`config.mk`:
```
export PLATFORM = sky130hd
export DESIGN_NAME = count_ctrl
export DESIGN_NICKNAME = d
export VERILOG_FILES = /design/src/rtl/count_ctrl.sv
export SDC_FILE = /design/constraint.sdc
export NUM_CORES = 1
export LEC_CHECK = 0
export CAP_MARGIN = 20
export CORE_MARGIN = 3
export CORE_UTILIZATION = 30
export CTS_BUF_LIST = sky130_fd_sc_hd__clkbuf_4 sky130_fd_sc_hd__clkbuf_8
export CTS_CLUSTER_DIAMETER = 100
export DETAILED_ROUTE_END_ITERATION = 10
export REMOVE_ABC_BUFFERS = 1
export SLEW_MARGIN = 20
export SYNTH_ARGS = -nofsm -noshare
export SYNTH_HDL_FRONTEND = slang
export SYNTH_SLANG_ARGS = --single-unit
```
`constraint.sdc`:
```
create_clock -name clk -period 7.62 [get_ports clk]
set_clock_uncertainty 0.15 [all_clocks]
set_input_delay 2.286 -clock clk [delete_from_list [all_inputs] [get_ports clk]]
set_output_delay 2.286 -clock clk [all_outputs]
set_load 0.02 [all_outputs]
```
`src/rtl/count_ctrl.sv`:
```
// count_ctrl: prescaled up/down counter with run/pause/done sequencing for the 2-digit display.
// Latency: number/tc/running update one clock after the accepting edge; tick is combinational.
// Backpressure: none; control pulses are acted on in priority order clear > load > stop > start > tick.
module count_ctrl #(
    parameter int CLK_DIV = 50000000,
    parameter int MAX_VAL = 63,
    parameter int WIDTH   = 6
) (
    input  logic             clk,
    input  logic             rst_n,
    input  logic             start,
    input  logic             stop,
    input  logic             clear,
    input  logic             load,
    input  logic [WIDTH-1:0] load_val,
    input  logic             up_dn,
    input  logic             wrap_en,
    output logic [WIDTH-1:0] number,
    output logic             running,
    output logic             tick,
    output logic             tc
);

    // Prescaler must hold 0..CLK_DIV-1; CLK_DIV is at least 2 so one bit is the floor.
    localparam int PW = (CLK_DIV > 2) ? $clog2(CLK_DIV) : 1;
    localparam logic [PW-1:0]    PRE_LAST = PW'(CLK_DIV - 1);
    localparam logic [WIDTH-1:0] MAX_V    = WIDTH'(MAX_VAL);

    typedef enum logic [1:0] {
        S_IDLE = 2'd0,
        S_RUN  = 2'd1,
        S_DONE = 2'd2
    } state_t;

    state_t           state_q, state_d;
    logic [PW-1:0]    pre_q, pre_d;
    logic [WIDTH-1:0] number_q, number_d;
    logic             tc_q, tc_d;
    logic             running_q, running_d;

    logic at_top;
    logic at_bot;

    assign at_top = (number_q == MAX_V);
    assign at_bot = (number_q == '0);

    // Step strobe: last prescaler cycle of a period while running.
    assign tick = (state_q == S_RUN) && (pre_q == PRE_LAST);

    assign number  = number_q;
    assign running = running_q;
    assign tc      = tc_q;

    // Next-state: only the highest-priority event acts in a given cycle.
    always_comb begin
        state_d  = state_q;
        pre_d    = pre_q;
        number_d = number_q;
        tc_d     = 1'b0;

        if (clear) begin
            number_d = '0;
            state_d  = S_IDLE;
            pre_d    = '0;
        end else if (load) begin
            // Saturate so the display never sees a value beyond the terminal count.
            number_d = (load_val > MAX_V) ? MAX_V : load_val;
            pre_d    = '0;
            if (state_q == S_DONE) begin
                state_d = S_IDLE;
            end
        end else if (stop && (state_q == S_RUN)) begin
            state_d = S_IDLE;
            pre_d   = '0;
        end else if (start && (state_q == S_IDLE)) begin
            // Prescaler restarts so the first step lands CLK_DIV cycles later.
            state_d = S_RUN;
            pre_d   = '0;
        end else if (state_q == S_RUN) begin
            if (tick) begin
                pre_d = '0;
                // Terminal checks come first, so the +/-1 below can never overflow.
                if (up_dn) begin
                    if (at_top) begin
                        tc_d = 1'b1;
                        if (wrap_en) begin
                            number_d = '0;
                        end else begin
                            state_d = S_DONE;
                        end
                    end else begin
                        number_d = number_q + WIDTH'(1);
                    end
                end else begin
                    if (at_bot) begin
                        tc_d = 1'b1;
                        if (wrap_en) begin
                            number_d = MAX_V;
                        end else begin
                            state_d = S_DONE;
                        end
                    end else begin
                        number_d = number_q - WIDTH'(1);
                    end
                end
            end else begin
                pre_d = pre_q + PW'(1);
            end
        end else begin
            // IDLE and DONE keep the prescaler parked at zero.
            pre_d = '0;
        end

        running_d = (state_d == S_RUN);
    end

    // State, count and registered outputs.
    always_ff @(posedge clk or negedge rst_n) begin
        if (!rst_n) begin
            state_q   <= S_IDLE;
            pre_q     <= '0;
            number_q  <= '0;
            tc_q      <= 1'b0;
            running_q <= 1'b0;
        end else begin
            state_q   <= state_d;
            pre_q     <= pre_d;
            number_q  <= number_d;
            tc_q      <= tc_d;
            running_q <= running_d;
        end
    end

endmodule

```
# After elaboration in Yosys (flattened, before gate mapping)
# Cells that the tools add are included.
# Widths: inputs -> output; s select.
[classes]
reduce_logical = 8
add_sub_neg = 3
eq_ne = 9
muxes = 38
magnitude_cmp = 1
[ops]
columns = ["operator", "count"]
rows = [
  ["$mux 26", 6],
  ["$mux 6", 12],
  ["$add 26x1->26 const B", 1],
  ["$eq 26x26->1 const B", 1],
  ["$mux 2", 11],
  ["$ne 5x5->1 const B", 2],
  ["$mux 1", 9],
  ["$add 6x1->6 const B", 1],
  ["$eq 6x6->1 const B", 1],
  ["$gt 6x6->1 const B", 1],
  ["$logic_not 6->1", 1],
  ["$ne 3x3->1 const B", 2],
  ["$reduce_and 6->1", 1],
  ["$reduce_bool 3->1", 2],
  ["$sub 6x1->6 const B", 1],
  ["$eq 2x1->1 const B", 2],
  ["$logic_and 1x1->1", 3],
  ["$eq 2x2->1 const B", 1],
  ["$logic_not 2->1", 1],
]
[totals]
ff_bits = 36
input_bits = 14
wordCells = 64
output_inout_bits = 9

# Logic depth before layout (Yosys ltp)
[logic_depth]
depth_word = 10
mapped_depth = 8
ltp_nobuf = 7

# Worst setup path before layout
# OpenSTA, ideal clock, no wires.
[synth_path]
path_type = "reg2out"
startpoint = "reg pre_q[8]"
endpoint = "out tick"
path_slack_ns = 3.410
arrival_ns = 1.774
stages_incl_launch_ff = 4
path_cell_list = "dfrtp_1 > or4_1 > or4_4 > nor4_4"
[synth_via]
elab_chain_cells = 2
[synth_lines]
columns = ["item", "line_no", "source"]
rows = [
  ["start, declared", "36", "logic [PW-1:0] pre_q, pre_d;"],
  ["start signal, assigned", "127", "pre_q <= pre_d;"],
  ["$eq 26x26->1", "48", "assign tick = (state_q == S_RUN) && (pre_q == PRE_LAST);"],
  ["$logic_and 1x1->1", "48", ""],
  ["end, declared", "20", "output logic tick,"],
]
# Every way passes these cells.

# Worst setup path after layout
# Ends and elaborated chain as after synthesis.

==> flow_summary_export.csv <==
group,metric,value,unit
worst_setup_path,r2r_end,"pre_q[23]",
min_path,min_path_type,"reg2reg",
logic_synthesis,async_reset_ff_share,100,%
pwr,ir_drop,0.0559,mV
placed_design,place.gp.congestion,0.832,
die,dieWidth,92.9,microns
clocking,insertion_delay,290,ps
worst_setup_path,crit_path_max_fanout,8,
pwr,leakage,0.00102,uW
logic_synthesis,syn_avg_cell_area,9.06,sq um
timing,fin_ws,2410,ps
logic_synthesis,netlist_instances,250,
worst_setup_path,cp_num_cells,4,
clocking,cts_tree,"yes",
worst_setup_path,critPathMaxStageDelay,700,ps
route,drt_iter0_drc,87,
worst_setup_path,required,5180,ps
logic_synthesis,yosysWarningCount,0,
cells_and_area,stdcell_area,2650,sq um
route,finalWirelength,5100,microns
global_route,grt_pass1_vias,1816,
logic_synthesis,synth-edff-count,0,
timing,fmax,192,MHz
timing,finalCritPeriodShare,68.4,%
logic_synthesis,synthFlopType,"dfrtp_1",
worst_setup_path,startpoint_type,"flip-flop",
worst_setup_path,critical_path_class,"reg2out",
global_route,grt_max_degree,37,
worst_setup_path,slowest_stage,"clkdlybuf4s50_1",
die,fp.dieH,92.9,microns
worst_setup_path,startpoint,"pre_q[8]",
logic_synthesis,synth.distinct_cells,52,
global_route,grt_overflow,0,
route,vias,1918,
clocking,cts_root_buffer,"clkbuf_8",
route,drc,0,
route,drt-pass1-iter-count,4,
logic_synthesis,yosysSeqAreaShare,39.8,%
clocking,numCtsBuffers,5,
cells_and_area,n_antenna_cell,0,
placed_design,place_ws,2700,ps
placed_design,dp_cells,359,
clocking,cts.sinks,36,
worst_setup_path,cp-endpoint,"tick",
clocking,cts_buffer_depth,2,
global_route,gr-usage-all-layers,12.8,%
cells_and_area,drive_gt1_share,7.09,%
timing,rsz0062_at_grt,"no",
clocking,postCtsSetupRepairBufs,0,
placed_design,place.detailed.hpwl,3640,microns
placed_design,port_buffers,22,
clocking,cts.reportedPaths.clkPinSlew,70,ps
logic_synthesis,yosys_register_bits,36,
clocking,ctsResizeCount,0,
clocking,htree_levels,2,
worst_setup_path,arrival,2780,ps
cells_and_area,area_growth,17.0,%
run_status,outcome,"finished, final reports clean",
global_route,antenna_found_initial,0,
global_route,grt_pass1_wl,9040,microns
timing,setup_viol,0,
route,ant_nets,0,
cells_and_area,nets,285,
die,fp-row-count,31,
clocking,cts_hold_buf,0,
job,cap_violations,0,
worst_setup_path,crit_family,"simple AND/OR/NAND/NOR gates",
timing,period_minus_slack,5210,ps
cells_and_area,stdcell_count,367,
worst_setup_path,end_kind,"output pin",
cells_and_area,fillers,781,
timing,tns,0,ps
pwr,p_per_area,168,nW/um^2
min_path,hold_depth,1,
timing,final_hold_viol_count,0,
die,die-area,8630,sq um
die,core_area,7290,sq um
worst_setup_path,reg2reg_slack,4640,ps
timing,worst_slew_pin_slew,860,ps
route,avgViaCountPerCell,5.23,
worst_setup_path,crit_buf_inv,1,
worst_setup_path,crit_chain,"or4_1, or4_4, nor4_4, clkdlybuf4s50_1",
die,start_util,31.1,%
timing,maxSlewHeadroom,42.7,%
placed_design,placed_cell_area,2540,sq um
worst_setup_path,rr_worst_depth,5,
logic_synthesis,syn_area,2260,sq um
timing,slew_violations,0,
route,wl_per_cell,13.9,microns
die,num_io_pins,23,
worst_setup_path,r2r_start,"pre_q[8]",
[per-layer routing]
metal	routed length [microns]	vias up	track usage, %
met4	53	0	3.66
met3	317	7	3.09
met5	0	-	0
met1	2420	928	18.1
li1	-	932	-
met2	2310	51	19.5
[cells by family (layout without fill, tap and decap cells)]
group           after synthesis  after routing  synth area share, %
simple gates                117            117                 27.9
flops                        36             36                 39.8
fa+ha+maj                     4              4                 2.21
xor+xnor                     29             29                 11.2
compound gates               37             37                 11.5
buf+inv                      23             41                 5.14
mux                           4              4                 2.21
[cell usage after synthesis (all sizes together) (3+ instances only)]
library cell,count,share of area (%)
a211oi,3,0.99
a21oi,9,2.0
and3,8,2.3
and4,3,1.2
buf,4,2.0
clkbuf,9,1.5
dfrtp,36,40
ha,4,2.2
inv,10,1.7
nand2,13,2.2
nand3,12,2.7
nand4,11,3.0
nor2,38,6.3
nor3,6,1.3
nor3b,3,0.99
nor4,8,2.9
o21ai,6,1.3
xnor2,16,6.2
xor2,13,5.0
[cell usage in the layout (no fill, tap or decap), types with 3 or more instances in the layout]
cell type and count:
nor2_1 38, dfrtp_1 36, clkdlybuf4s50_1 22, xnor2_1 16, nand2_1 13, xor2_1 13, nand3_1 12, nand4_1 11
inv_1 10, a21oi_1 9, nor4_1 7, and3_1 6, nor3_1 6, o21ai_0 6, clkbuf_8 5, ha_1 4
and4_1 3, nor3b_1 3, a211oi_1 3
[power breakdown]
group | leakage, uW | internal [uW] | total [uW] | switching, uW
Combinational | 0.000468 | 32.4 | 68.3 | 35.9
Sequential | 0.000494 | 196 | 206 | 10.6
Clock | 0.0000586 | 101 | 170 | 69.7
Total | 0.00102 | 329 | 445 | 116
[per-stage QoR]
stage / power [uW] / util (%) / hold slack [ps]
final: 445 / 36.3 / 315
after global routing: 470 / 36.3 / 352
after CTS: 453 / 36.3 / 318
after detailed placement: 279 / 34.8 / 307
after global placement: 278 / 34.8 / 288
after floorplan: 247 / - / 274
[worst min-delay path by stage]
stage | from | endpoint | slack, ps
floorplan | pre_q[0] | pre_q[0] | 270
global placement | pre_q[0] | pre_q[0] | 290
detailed placement | pre_q[0] | pre_q[0] | 310
CTS | pre_q[0] | pre_q[0] | 320
global route | pre_q[0] | pre_q[0] | 350
finish | pre_q[0] | pre_q[0] | 320
[state kept, by name (all words and copies together) (netlist names)]
signal   cells
number       6
pre_q       26
running      1
state_q      2
tc           1
[final cells by class]
cell class / instances / area [sq um] / share of cell area [%]
Timing Repair Buffer: 23 / 228 / 8.60
Multi-Input combinational cell: 191 / 1250 / 47.1
Clock buffer: 6 / 76.3 / 2.88
Sequential cell: 36 / 901 / 34.0
Clock inverter: 2 / 35.0 / 1.32
Tap cell: 99 / 124 / 4.68
Inverter: 10 / 37.5 / 1.42
(Power assumes the default switching activity.)
